--- config.mk ---
export PLATFORM = sky130hd
export DESIGN_NAME = mux_sel_sequencer
export DESIGN_NICKNAME = d
export VERILOG_FILES = /design/src/rtl/mux_sel_sequencer.sv
export SDC_FILE = /design/constraint.sdc
export NUM_CORES = 1
export LEC_CHECK = 0
export ABC_AREA = 1
export CORE_MARGIN = 1
export CORE_UTILIZATION = 40
export CTS_CLUSTER_DIAMETER = 100
export CTS_CLUSTER_SIZE = 24
export DETAILED_ROUTE_END_ITERATION = 8
export GPL_ROUTABILITY_DRIVEN = 0
export PLACE_DENSITY_LB_ADDON = 0.08
export SLEW_MARGIN = 30
export SYNTH_ARGS = -nofsm -noshare
export SYNTH_HDL_FRONTEND = slang
export SYNTH_SLANG_ARGS = --single-unit
--- constraint.sdc ---
create_clock -name clk -period 2.7 [get_ports clk]
set_input_delay 0.54 -clock clk [delete_from_list [all_inputs] [get_ports clk]]
set_output_delay 0.54 -clock clk [all_outputs]
set_load 0.03 [all_outputs]
--- src/rtl/mux_sel_sequencer.sv ---
// mux_sel_sequencer: conditions a raw push-button and two slide switches into
// a 2-bit mux select code. In MANUAL mode each debounced press steps the code.
// In AUTO mode a prescaler steps it periodically. One-cycle strobes mark
// accepted presses and select changes.
module mux_sel_sequencer #(
    parameter int DEB_CYCLES  = 500000,
    parameter int SCAN_CYCLES = 25000000,
    parameter int CNT_W       = 25
) (
    input  logic       clk,
    input  logic       rst_n,
    input  logic       btn_i,
    input  logic       mode_i,
    input  logic       dir_i,
    output logic [1:0] sel_o,
    output logic       sel_chg_o,
    output logic       press_o
);

    typedef enum logic {
        ST_MANUAL = 1'b0,
        ST_AUTO   = 1'b1
    } state_t;

    localparam logic [CNT_W-1:0] DEB_LAST  = CNT_W'(DEB_CYCLES - 1);
    localparam logic [CNT_W-1:0] SCAN_LAST = CNT_W'(SCAN_CYCLES - 1);
    localparam logic [CNT_W-1:0] CNT_ONE   = CNT_W'(1);

    // Bit 0 = button, bit 1 = mode switch, bit 2 = direction switch.
    logic [2:0] raw_in;
    logic [2:0] meta_reg;
    logic [2:0] sync_reg;

    logic btn_sync;
    logic mode_sync;
    logic dir_sync;

    logic             btn_deb_reg;
    logic             btn_deb_d_reg;
    logic [CNT_W-1:0] deb_cnt_reg;
    logic             press_rise;
    logic             press_reg;

    state_t           state_reg;
    state_t           state_next;
    logic [CNT_W-1:0] scan_cnt_reg;
    logic [CNT_W-1:0] scan_cnt_next;
    logic [1:0]       sel_reg;
    logic [1:0]       sel_next;
    logic             sel_chg_reg;
    logic             step;

    assign raw_in = {dir_i, mode_i, btn_i};

    genvar gi;
    generate
        for (gi = 0; gi < 3; gi++) begin : g_sync
            // Two-flop synchronizer per asynchronous input.
            always_ff @(posedge clk or negedge rst_n) begin
                if (!rst_n) begin
                    meta_reg[gi] <= 1'b0;
                    sync_reg[gi] <= 1'b0;
                end else begin
                    meta_reg[gi] <= raw_in[gi];
                    sync_reg[gi] <= meta_reg[gi];
                end
            end
        end
    endgenerate

    assign btn_sync  = sync_reg[0];
    assign mode_sync = sync_reg[1];
    assign dir_sync  = sync_reg[2];

    // Debounce: accept a new level only after DEB_CYCLES consecutive differing cycles.
    always_ff @(posedge clk or negedge rst_n) begin
        if (!rst_n) begin
            btn_deb_reg   <= 1'b0;
            btn_deb_d_reg <= 1'b0;
            deb_cnt_reg   <= '0;
        end else begin
            btn_deb_d_reg <= btn_deb_reg;
            if (btn_sync != btn_deb_reg) begin
                if (deb_cnt_reg == DEB_LAST) begin
                    btn_deb_reg <= btn_sync;
                    deb_cnt_reg <= '0;
                end else begin
                    deb_cnt_reg <= deb_cnt_reg + CNT_ONE;
                end
            end else begin
                deb_cnt_reg <= '0;
            end
        end
    end

    // Rising edge of the debounced level; the press strobe and the manual
    // select step are both registered from it so they appear together.
    assign press_rise = btn_deb_reg & ~btn_deb_d_reg;

    // Mode tracking, prescaler and step decision; a mode change suppresses any step.
    always_comb begin
        state_next    = state_reg;
        scan_cnt_next = scan_cnt_reg;
        step          = 1'b0;
        case (state_reg)
            ST_MANUAL: begin
                scan_cnt_next = '0;
                if (mode_sync) begin
                    state_next = ST_AUTO;
                end else begin
                    step = press_rise;
                end
            end
            ST_AUTO: begin
                if (!mode_sync) begin
                    state_next    = ST_MANUAL;
                    scan_cnt_next = '0;
                end else if (scan_cnt_reg == SCAN_LAST) begin
                    scan_cnt_next = '0;
                    step          = 1'b1;
                end else begin
                    scan_cnt_next = scan_cnt_reg + CNT_ONE;
                end
            end
            default: begin
                state_next    = ST_MANUAL;
                scan_cnt_next = '0;
            end
        endcase

        sel_next = sel_reg;
        if (step) begin
            sel_next = dir_sync ? (sel_reg - 2'd1) : (sel_reg + 2'd1);
        end
    end

    // State, prescaler, select code and strobes.
    always_ff @(posedge clk or negedge rst_n) begin
        if (!rst_n) begin
            state_reg    <= ST_MANUAL;
            scan_cnt_reg <= '0;
            sel_reg      <= 2'd0;
            sel_chg_reg  <= 1'b0;
            press_reg    <= 1'b0;
        end else begin
            state_reg    <= state_next;
            scan_cnt_reg <= scan_cnt_next;
            sel_reg      <= sel_next;
            sel_chg_reg  <= step;
            press_reg    <= press_rise;
        end
    end

    assign sel_o     = sel_reg;
    assign sel_chg_o = sel_chg_reg;
    assign press_o   = press_reg;

endmodule
==> results.md, run 1 <==
- The most common cell in the synthesized netlist is sky130_fd_sc_hd__nor2_1.
- The placed instance area is 3521 µm².
- Summed over all cells, the static leakage comes to 1.555 nW.
- In the post-synthesis netlist, the biggest area contributors are sky130_fd_sc_hd__dfrtp_1 (47%), sky130_fd_sc_hd__nor2_1 (14%), sky130_fd_sc_hd__nand2_1 (14%).
- For this run, the register share of the synthesized area comes to 0.4740.
- Overall power consumption after layout is estimated at 1.956 mW.
- By count the netlist is led by sky130_fd_sc_hd__nor2_1 (127), sky130_fd_sc_hd__nand2_1 (124), sky130_fd_sc_hd__dfrtp_1 (63).
- The filler cells instantiated in the layout total 825.
- The routed length on met3 is 252 µm.
- The TritonCTS clock tree is built.
- The hold violation total from the final report is 0.
- The type of origin of the critical path is a flop.
- The worst hold path passes through 0 cells.
- The via count of the first global-routing pass was 2775.
- The biggest area contributor in the post-synthesis netlist is sky130_fd_sc_hd__dfrtp_1.
- Setup slack on the critical path of the routed design comes to 0.7527 ns.
- The via-per-instance ratio is 4.850.
- In this run the deepest clock path goes through 2 buffers.
- The number of slew-limit violations in the final report is 0.
- The post-synth design cell area is 3326 µm².
- Counting both buffers and inverters, the worst setup path holds a total of 1.
- The overall die width is 93.18 µm.
- The share of post-route cells with drive strength above 1 is 0.06977.
- Once layout is done, the placed cells without fillers occupy 3750 µm².
- The power density normalized to cell area is 521.5 nW/µm².
- The net switching power is 0.4580 mW.
- Entering global routing, the biggest net connects 64 pins.
- The global-route usage over all layers is 0.1904.
- The most used flip-flop cell after synthesis is sky130_fd_sc_hd__dfrtp_1.
- The worst setup path startpoint is sel_o[1]$_DFFE_PN0P_.
- Counting flops with an async set or reset pin after synthesis yields a share of 1.000.
- For this run, the slowest stage of the critical path takes 0.68 ns.
- The length of routed wiring on met1 is 3506 µm.
- At the later pin of the worst-skew pair, clock insertion delay measures 0.34 ns.
- Summed over all failing endpoints, the final setup total negative slack is 0 ns.
- STA classifies the critical path endpoint as an output port.
- The number of setup buffers added after CTS is 0.
- The net count of the finished layout is 475.
- The remaining antenna violation count after routing is 0.
- During placement, the flow inserted port buffers numbering 8.
- The capture point of the critical path is sel_o[1].
- In this run, CTS created clock tree buffers numbering 9.
- The mean routed wirelength per cell is 12.69 µm.
- The number of maximum-capacitance constraint violations is 0.
- The wire length of the first global-routing pass is 12550 µm.
- For this block, the routed nets add up to 7298 µm of wire.
- Each instance of the synthesized netlist takes up on average 7.390 µm².
- In this run the number of cells on the critical path is 1.
- The HPWL after detailed placement is 5298 µm.
- The vertical die dimension is 93.18 µm.
- The region available for standard cell placement spans 7888 µm².
- The setup clock skew after layout is 0.01050 ns.
- Clock-pin slew was measured on the worst setup and hold paths at 0.08 ns.
- In this run the critical register-to-register path is launched from deb_cnt_reg[0]$_DFF_PN0_.
- The count of placed standard cells in the final layout, fillers left out is 575.
- The final hold slack is 0.3535 ns.
- The total of endpoints with negative setup slack in the final report is 0.
- The reg2reg setup slack is 1.07 ns.
- The critical path goes through clkdlybuf4s50_1.
- The path class of the lowest-slack min-delay path is flop to flop.
- The total via count after detailed routing is 2789.
- The violation count after the first detailed-routing iteration is 91.
- The root buffer selected by CTS is sky130_fd_sc_hd__clkbuf_8.
- In this run the count of I/O pins placed on the die edge is 9.
- The total nets after synthesis is 457.
- The worst register-to-register path ends at deb_cnt_reg[16]$_DFF_PN0_.
- The share of total power dissipated in combinational logic is 0.026.
- The number of antenna cells inserted is 0.
- The area of the die is 8683 µm².
- At the end of the flow the core is filled with cells to 0.4754.
- The largest fanout on the critical path is 3.
- For the worst flop-to-flop path, the logic depth is 7.
- The peak supply drop is 0.2957 mV.
- The smallest clock period supported by the final layout is computed as 1.947 ns.
- The CTS H-tree depth is 3.
- The count of state elements after synthesis is 63.
- The critical path data required time is 2.16 ns.
- The portion of the clock cycle consumed by the worst path in the final layout is 0.7212.
- The transition at the pin with the smallest max-transition slack is 0.8032 ns.
- The run finished with clean final reports.
- Synthesis instantiated 22 different standard cells from the library.
- Setup repair after global routing left no endpoint under its margin.
- Based on the critical path, the design can be clocked at up to 0.5135 GHz.
- The cell count after synthesis is 450.
- The number of detailed-route iterations in the first pass is 4.
- Of the total power, the share spent switching nets is 0.2342.
- Yosys mapped a number of flops with a built-in enable equal to 0.
- The internal portion of total power is 1.498 mW.
- The largest individual stage delay along the critical path comes from the cell sky130_fd_sc_hd__clkdlybuf4s50_1.
- The met2 wire length is 3394 µm.
- From synthesis to final layout, the design area changed by 12.75%.
- Of the post-synthesis cell area, the dominant cell type holds 0.4740.
- The placement row count is 32.
- Summed over all layers, the global routing overflow is 0.
- The number of resized instances in the post-cts repair step is 0.
- The instance count after placement with tap cells included is 559.
- The initial antenna violation count was 0.
- The proportion of power drawn by the clock network is 0.484.
- The effective utilization at floorplan is 0.4216.
- Of the total power, registers draw 0.490.
- The worst pin sits at a relative slew slack of 0.4646.
- The path type of the worst setup path is flop to output port.
- In this design, the largest share of critical-path delay is due to buffers and inverters.
- After clock tree synthesis, the flow added hold-fix buffers numbering 0.
- Counting every sink on the clock net gives 63.
- The DRC violations left is 0.
- The highest layer touched by signal routing is met4.
- The pre-CTS worst setup slack is 1.087 ns.
- Data on the critical path arrives at its endpoint at 1.41 ns.
- The Yosys step of the flow raised 0 warnings.
cells by family (layout without fill, tap and decap cells):
group,Yosys count,after routing,synth area share
AND/OR/NAND/NOR,309,309,0.3886
flip-flops,63,63,0.4740
buffers and inverters,40,63,0.04740
XOR/XNOR,22,22,0.05794
AO/OA/AOI/OAI,14,14,0.02446
adder cells (fa/ha/maj),2,2,0.007523
power by group through the flow:
stage	Combinational [mW]	Sequential, mW	Clock, mW
after floorplan	0.0226	0.976	0
after global placement	0.0541	0.977	0
after detailed placement	0.0541	0.978	0
after CTS	0.0544	0.959	0.969
after global routing	0.0600	0.960	1.02
final	0.0514	0.959	0.946
area by class of cell:
| class | instances | area (µm²) | area share |
|---|---|---|---|
| flip-flops and latches | 63 | 1577 | 0.4204 |
| repair buffers | 9 | 82.58 | 0.02202 |
| inverters | 38 | 142.6 | 0.03804 |
| clock inverters | 7 | 105.1 | 0.02803 |
| clock buffers | 9 | 123.9 | 0.03303 |
| well taps | 102 | 127.6 | 0.03403 |
| multi-input cells | 347 | 1592 | 0.4244 |
worst min path at each step:
stage                                from                       to  slack (ns)
floorplan                           rst_n  btn_deb_d_reg$_DFF_PN0_        0.24
global placement    meta_reg[2]$_DFF_PN0_       dir_sync$_DFF_PN0_        0.33
detailed placement  meta_reg[0]$_DFF_PN0_       btn_sync$_DFF_PN0_        0.34
CTS                 meta_reg[0]$_DFF_PN0_       btn_sync$_DFF_PN0_        0.36
global route        meta_reg[0]$_DFF_PN0_       btn_sync$_DFF_PN0_        0.37
finish              meta_reg[0]$_DFF_PN0_       btn_sync$_DFF_PN0_        0.35
routing by layer:
layer  up-vias  global-route usage
met5         -                   0
met4         0             0.07949
met3        13             0.05122
met2        42              0.3156
met1      1304              0.2336
li1       1430                   -
cell usage in the layout, fill, tap and decap left out, types with 4 or more instances in the layout:
cell type / n
sky130_fd_sc_hd__clkbuf_8: 9
sky130_fd_sc_hd__xnor2_1: 10
sky130_fd_sc_hd__nor2_2: 5
sky130_fd_sc_hd__nor2_4: 4
sky130_fd_sc_hd__xor2_1: 12
sky130_fd_sc_hd__a21oi_1: 6
sky130_fd_sc_hd__dfrtp_1: 63
sky130_fd_sc_hd__inv_1: 38
sky130_fd_sc_hd__nor3_1: 8
sky130_fd_sc_hd__nand3_1: 30
sky130_fd_sc_hd__clkdlybuf4s50_1: 7
sky130_fd_sc_hd__nand2_1: 124
sky130_fd_sc_hd__nand4_1: 5
sky130_fd_sc_hd__o21ai_0: 4
sky130_fd_sc_hd__nor2_1: 127
sky130_fd_sc_hd__nand2_2: 4
(Power assumes the default switching activity.)
==> run 2: changes to the inputs <==
- clock period: 2.7 -> 1.6 ns (I/O delays scaled with it)
==> results.md, run 2 (synthesis gave the netlist of run 1 again) <==
- The worst reg-to-reg path cell count is 8 (was 7).
- The overall die width is 93.18 µm (unchanged).
- The start point of the worst hold path is meta_reg[0]$_DFF_PN0_ (unchanged).
- The global route total overflow is 0 (unchanged).
- Leading cell types in the layout, fill and taps excluded: sky130_fd_sc_hd__nor2_1 (123), sky130_fd_sc_hd__nand2_1 (120), sky130_fd_sc_hd__dfrtp_1 (63) (was sky130_fd_sc_hd__nor2_1 (127), sky130_fd_sc_hd__nand2_1 (124), sky130_fd_sc_hd__dfrtp_1 (63)).
- The count of placed standard cells in the final layout, fillers left out was 588 (was 575).
- The path type of the worst setup path is flop to flop (was flop to output port).
- The most frequent standard cell in the layout excluding fill and tap cells was sky130_fd_sc_hd__nor2_1 (unchanged).
- The post-CTS clock slew at the launch and capture registers of the worst setup and hold paths is 0.07 ns (was 0.08 ns).
- The post-layout total power is 3.442 mW (was 1.956 mW).
- The type of origin of the critical path was a flop (unchanged).
- For this run, the top clock speed supported by timing is 0.6643 GHz.
- The TritonCTS clock tree was built (unchanged).
- The number of maximum-capacitance constraint violations is 0 (unchanged).
- The via-per-instance ratio is 4.794 (was 4.850).
- The path class of the lowest-slack min-delay path is flop to flop (unchanged).
- The total via count after detailed routing came to 2819 (was 2789).
- The reg2reg setup slack came to 0.09 ns (was 1.07 ns).
- The DRC violations left was 0 (unchanged).
- The via count of the first global-routing pass was 2744 (was 2775).
- The number of detailed-route iterations in the first pass is 4 (unchanged).
- The stage delay of the slowest cell on the critical path is 0.38 ns (was 0.68 ns).
- The pre-CTS worst setup slack was -0.04329 ns (was 1.087 ns).
- The buffer and inverter count on the worst path is 0 (was 1).
- The critical path data required time is 1.84 ns (was 2.16 ns).
- The number of sinks driven by the clock tree came to 63 (unchanged).
- The placement row count was 32 (unchanged).
- The CTS H-tree depth is 3 (unchanged).
- The largest fanout on the critical path is 8 (was 3).
- The total wire length was 7499 µm (was 7298 µm).
- The number of I/O pins is 9 (unchanged).
- The insertion delay to the later sink of the worst-skew pair was 0.35 ns (was 0.34 ns).
- The final design area excluding fillers came to 3958 µm² (was 3750 µm²).
- The global-route usage over all layers was 0.1927 (was 0.1904).
- The mean routed wirelength per cell is 12.75 µm (was 12.69 µm).
- The wire length of the first global-routing pass is 12660 µm (was 12550 µm).
- The final hold slack is 0.3549 ns (was 0.3535 ns).
- The root buffer selected by CTS was sky130_fd_sc_hd__clkbuf_8 (unchanged).
- The number of slew-limit violations in the final report is 0 (unchanged).
- The worst slew slack as a fraction of its limit was 0.6538 (was 0.4646).
- The leakage power figure is 1.663 nW (was 1.555 nW).
- The post-DP HPWL is 5456 µm (was 5298 µm).
- The number of antenna cells inserted is 0 (unchanged).
- Cells along the critical path: ha_1, nand2_2, nor2_4, nand2_1, nor2_4, nand2_2, nand2_4, nor2_1 (was clkdlybuf4s50_1).
- The master of the slowest instance on the critical path was sky130_fd_sc_hd__dfrtp_1 (was sky130_fd_sc_hd__clkdlybuf4s50_1).
- The final core utilization was 0.5017 (was 0.4754).
- The power density normalized to cell area is 869.7 nW/µm² (was 521.5 nW/µm²).
- The placed instance area is 3606 µm² (was 3521 µm²).
- The hold violation total from the final report is 0 (unchanged).
- The capture point of the worst reg-to-reg path is scan_cnt_reg[14]$_DFF_PN0_ (was deb_cnt_reg[16]$_DFF_PN0_).
- The transition at the pin with the smallest max-transition slack is 0.5187 ns (was 0.8032 ns).
- The category of the worst setup path capture point was a flop (was output port).
- The instance count after placement with tap cells included is 567 (was 559).
- The critical path's top delay family is simple AND/OR/NAND/NOR gates (was buffers and inverters).
- The worst-case clock buffer depth came to 2 (unchanged).
- The total negative setup slack is 0 ns (unchanged).
- The start of the worst register-to-register path was scan_cnt_reg[0]$_DFF_PN0_ (was deb_cnt_reg[0]$_DFF_PN0_).
- The area of the die is 8683 µm² (unchanged).
- The share of post-route cells with drive strength above 1 was 0.1132 (was 0.06977).
- The effective utilization at floorplan came to 0.4216 (unchanged).
- The number of fill cells came to 775 (was 825).
- The maximum number of pins on one net before global-route repair came to 29 (was 64).
- The number of stages on the worst hold path is 0 (unchanged).
- The worst path needs 1.505 ns of the cycle, external delays included.
- The number of buffers created by CTS is 9 (unchanged).
- The portion of the clock cycle consumed by the worst path in the final layout is 0.9409.
- The vertical die dimension is 93.18 µm (unchanged).
- The peak supply drop is 0.6656 mV (was 0.2957 mV).
- The remaining antenna violation count after routing came to 0 (unchanged).
- The initial antenna violation count was 0 (unchanged).
- The number of nets in the finished design was 488 (was 475).
- Outcome: finished clean (unchanged).
- The placeable core area is 7888 µm² (unchanged).
- The data arrival time of the worst path is 1.74 ns (was 1.41 ns).
- The end point of the worst hold path is btn_sync$_DFF_PN0_ (unchanged).
- The number of buffer cells added on primary ports was 8 (unchanged).
- The total of endpoints with negative setup slack in the final report is 0 (unchanged).
- The post-synthesis to final-layout area growth is 19.00% (was 12.75%).
- The setup clock skew after layout is 0.009032 ns (was 0.01050 ns).
- The post-layout worst setup margin was 0.09458 ns (was 0.7527 ns).
- The violation count after the first detailed-routing iteration is 81 (was 91).
- Setup repair after global routing missed its margin: true (was false).
[run 2: cell type report]
class,count,area [µm²],area share
multi-input cells,348,1660,0.4195
flip-flops and latches,63,1577,0.3984
repair buffers,21,207.7,0.05248
inverters,38,142.6,0.03604
well taps,102,127.6,0.03225
clock buffers,9,123.9,0.03130
clock inverters,7,118.9,0.03003
[run 2: worst max path at each step]
stage,slack [ns],to,depth (start not counted),start
after detailed placement,-0.04,scan_cnt_reg[19]$_DFF_PN0_,8,scan_cnt_reg[0]$_DFF_PN0_
after CTS,0.002,sel_o[1]$_DFFE_PN0P_,9,scan_cnt_reg[0]$_DFF_PN0_
after global routing,-0.02,sel_o[1]$_DFFE_PN0P_,9,scan_cnt_reg[0]$_DFF_PN0_
after global placement,0.004,scan_cnt_reg[20]$_DFF_PN0_,8,scan_cnt_reg[0]$_DFF_PN0_
after floorplan,0.20,scan_cnt_reg[14]$_DFF_PN0_,9,scan_cnt_reg[0]$_DFF_PN0_
final,0.09,scan_cnt_reg[14]$_DFF_PN0_,8,scan_cnt_reg[0]$_DFF_PN0_
[run 2: worst register-to-register path, cell delays in order, from the launching register on]
cell	delay, ns
sky130_fd_sc_hd__dfrtp_1	0.38
sky130_fd_sc_hd__ha_1	0.19
sky130_fd_sc_hd__nand2_2	0.09
sky130_fd_sc_hd__nor2_4	0.13
sky130_fd_sc_hd__nand2_1	0.10
sky130_fd_sc_hd__nor2_4	0.16
sky130_fd_sc_hd__nand2_2	0.13
sky130_fd_sc_hd__nand2_4	0.16
sky130_fd_sc_hd__nor2_1	0.06
[run 2: metal layers]
layer  up-vias  global-route usage  share of wire  wire, µm
li1       1465                   -              -         -
met1      1303              0.2375           0.47      3561
met2        40              0.3192           0.48      3577
met3        11             0.03659          0.027       206
met4         0              0.1026          0.020       153
met5         -                   0              0         0
[run 2: report_power, final]
| part | switching, mW | internal (mW) |
|---|---|---|
| Combinational | 0.0733 | 0.0407 |
| Sequential | 0.0105 | 1.61 |
| Clock | 0.672 | 1.04 |
[run 2: what timing repair did]
action	CTS	global route
endpoints found under the hold margin	15	0
hold buffers	1	0
setup buffers	0	3
endpoints found under the setup margin	14	36
resized for setup	6	14
gates cloned	0	1
pin swaps	0	4
==> run 3: changes to the inputs <==
- CORE_MARGIN: 1 -> unset
- HOLD_SLACK_MARGIN: unset -> 0.05
==> results of run 3 <==
The final DEF is identical to that of run 2; final timing and power are the same.
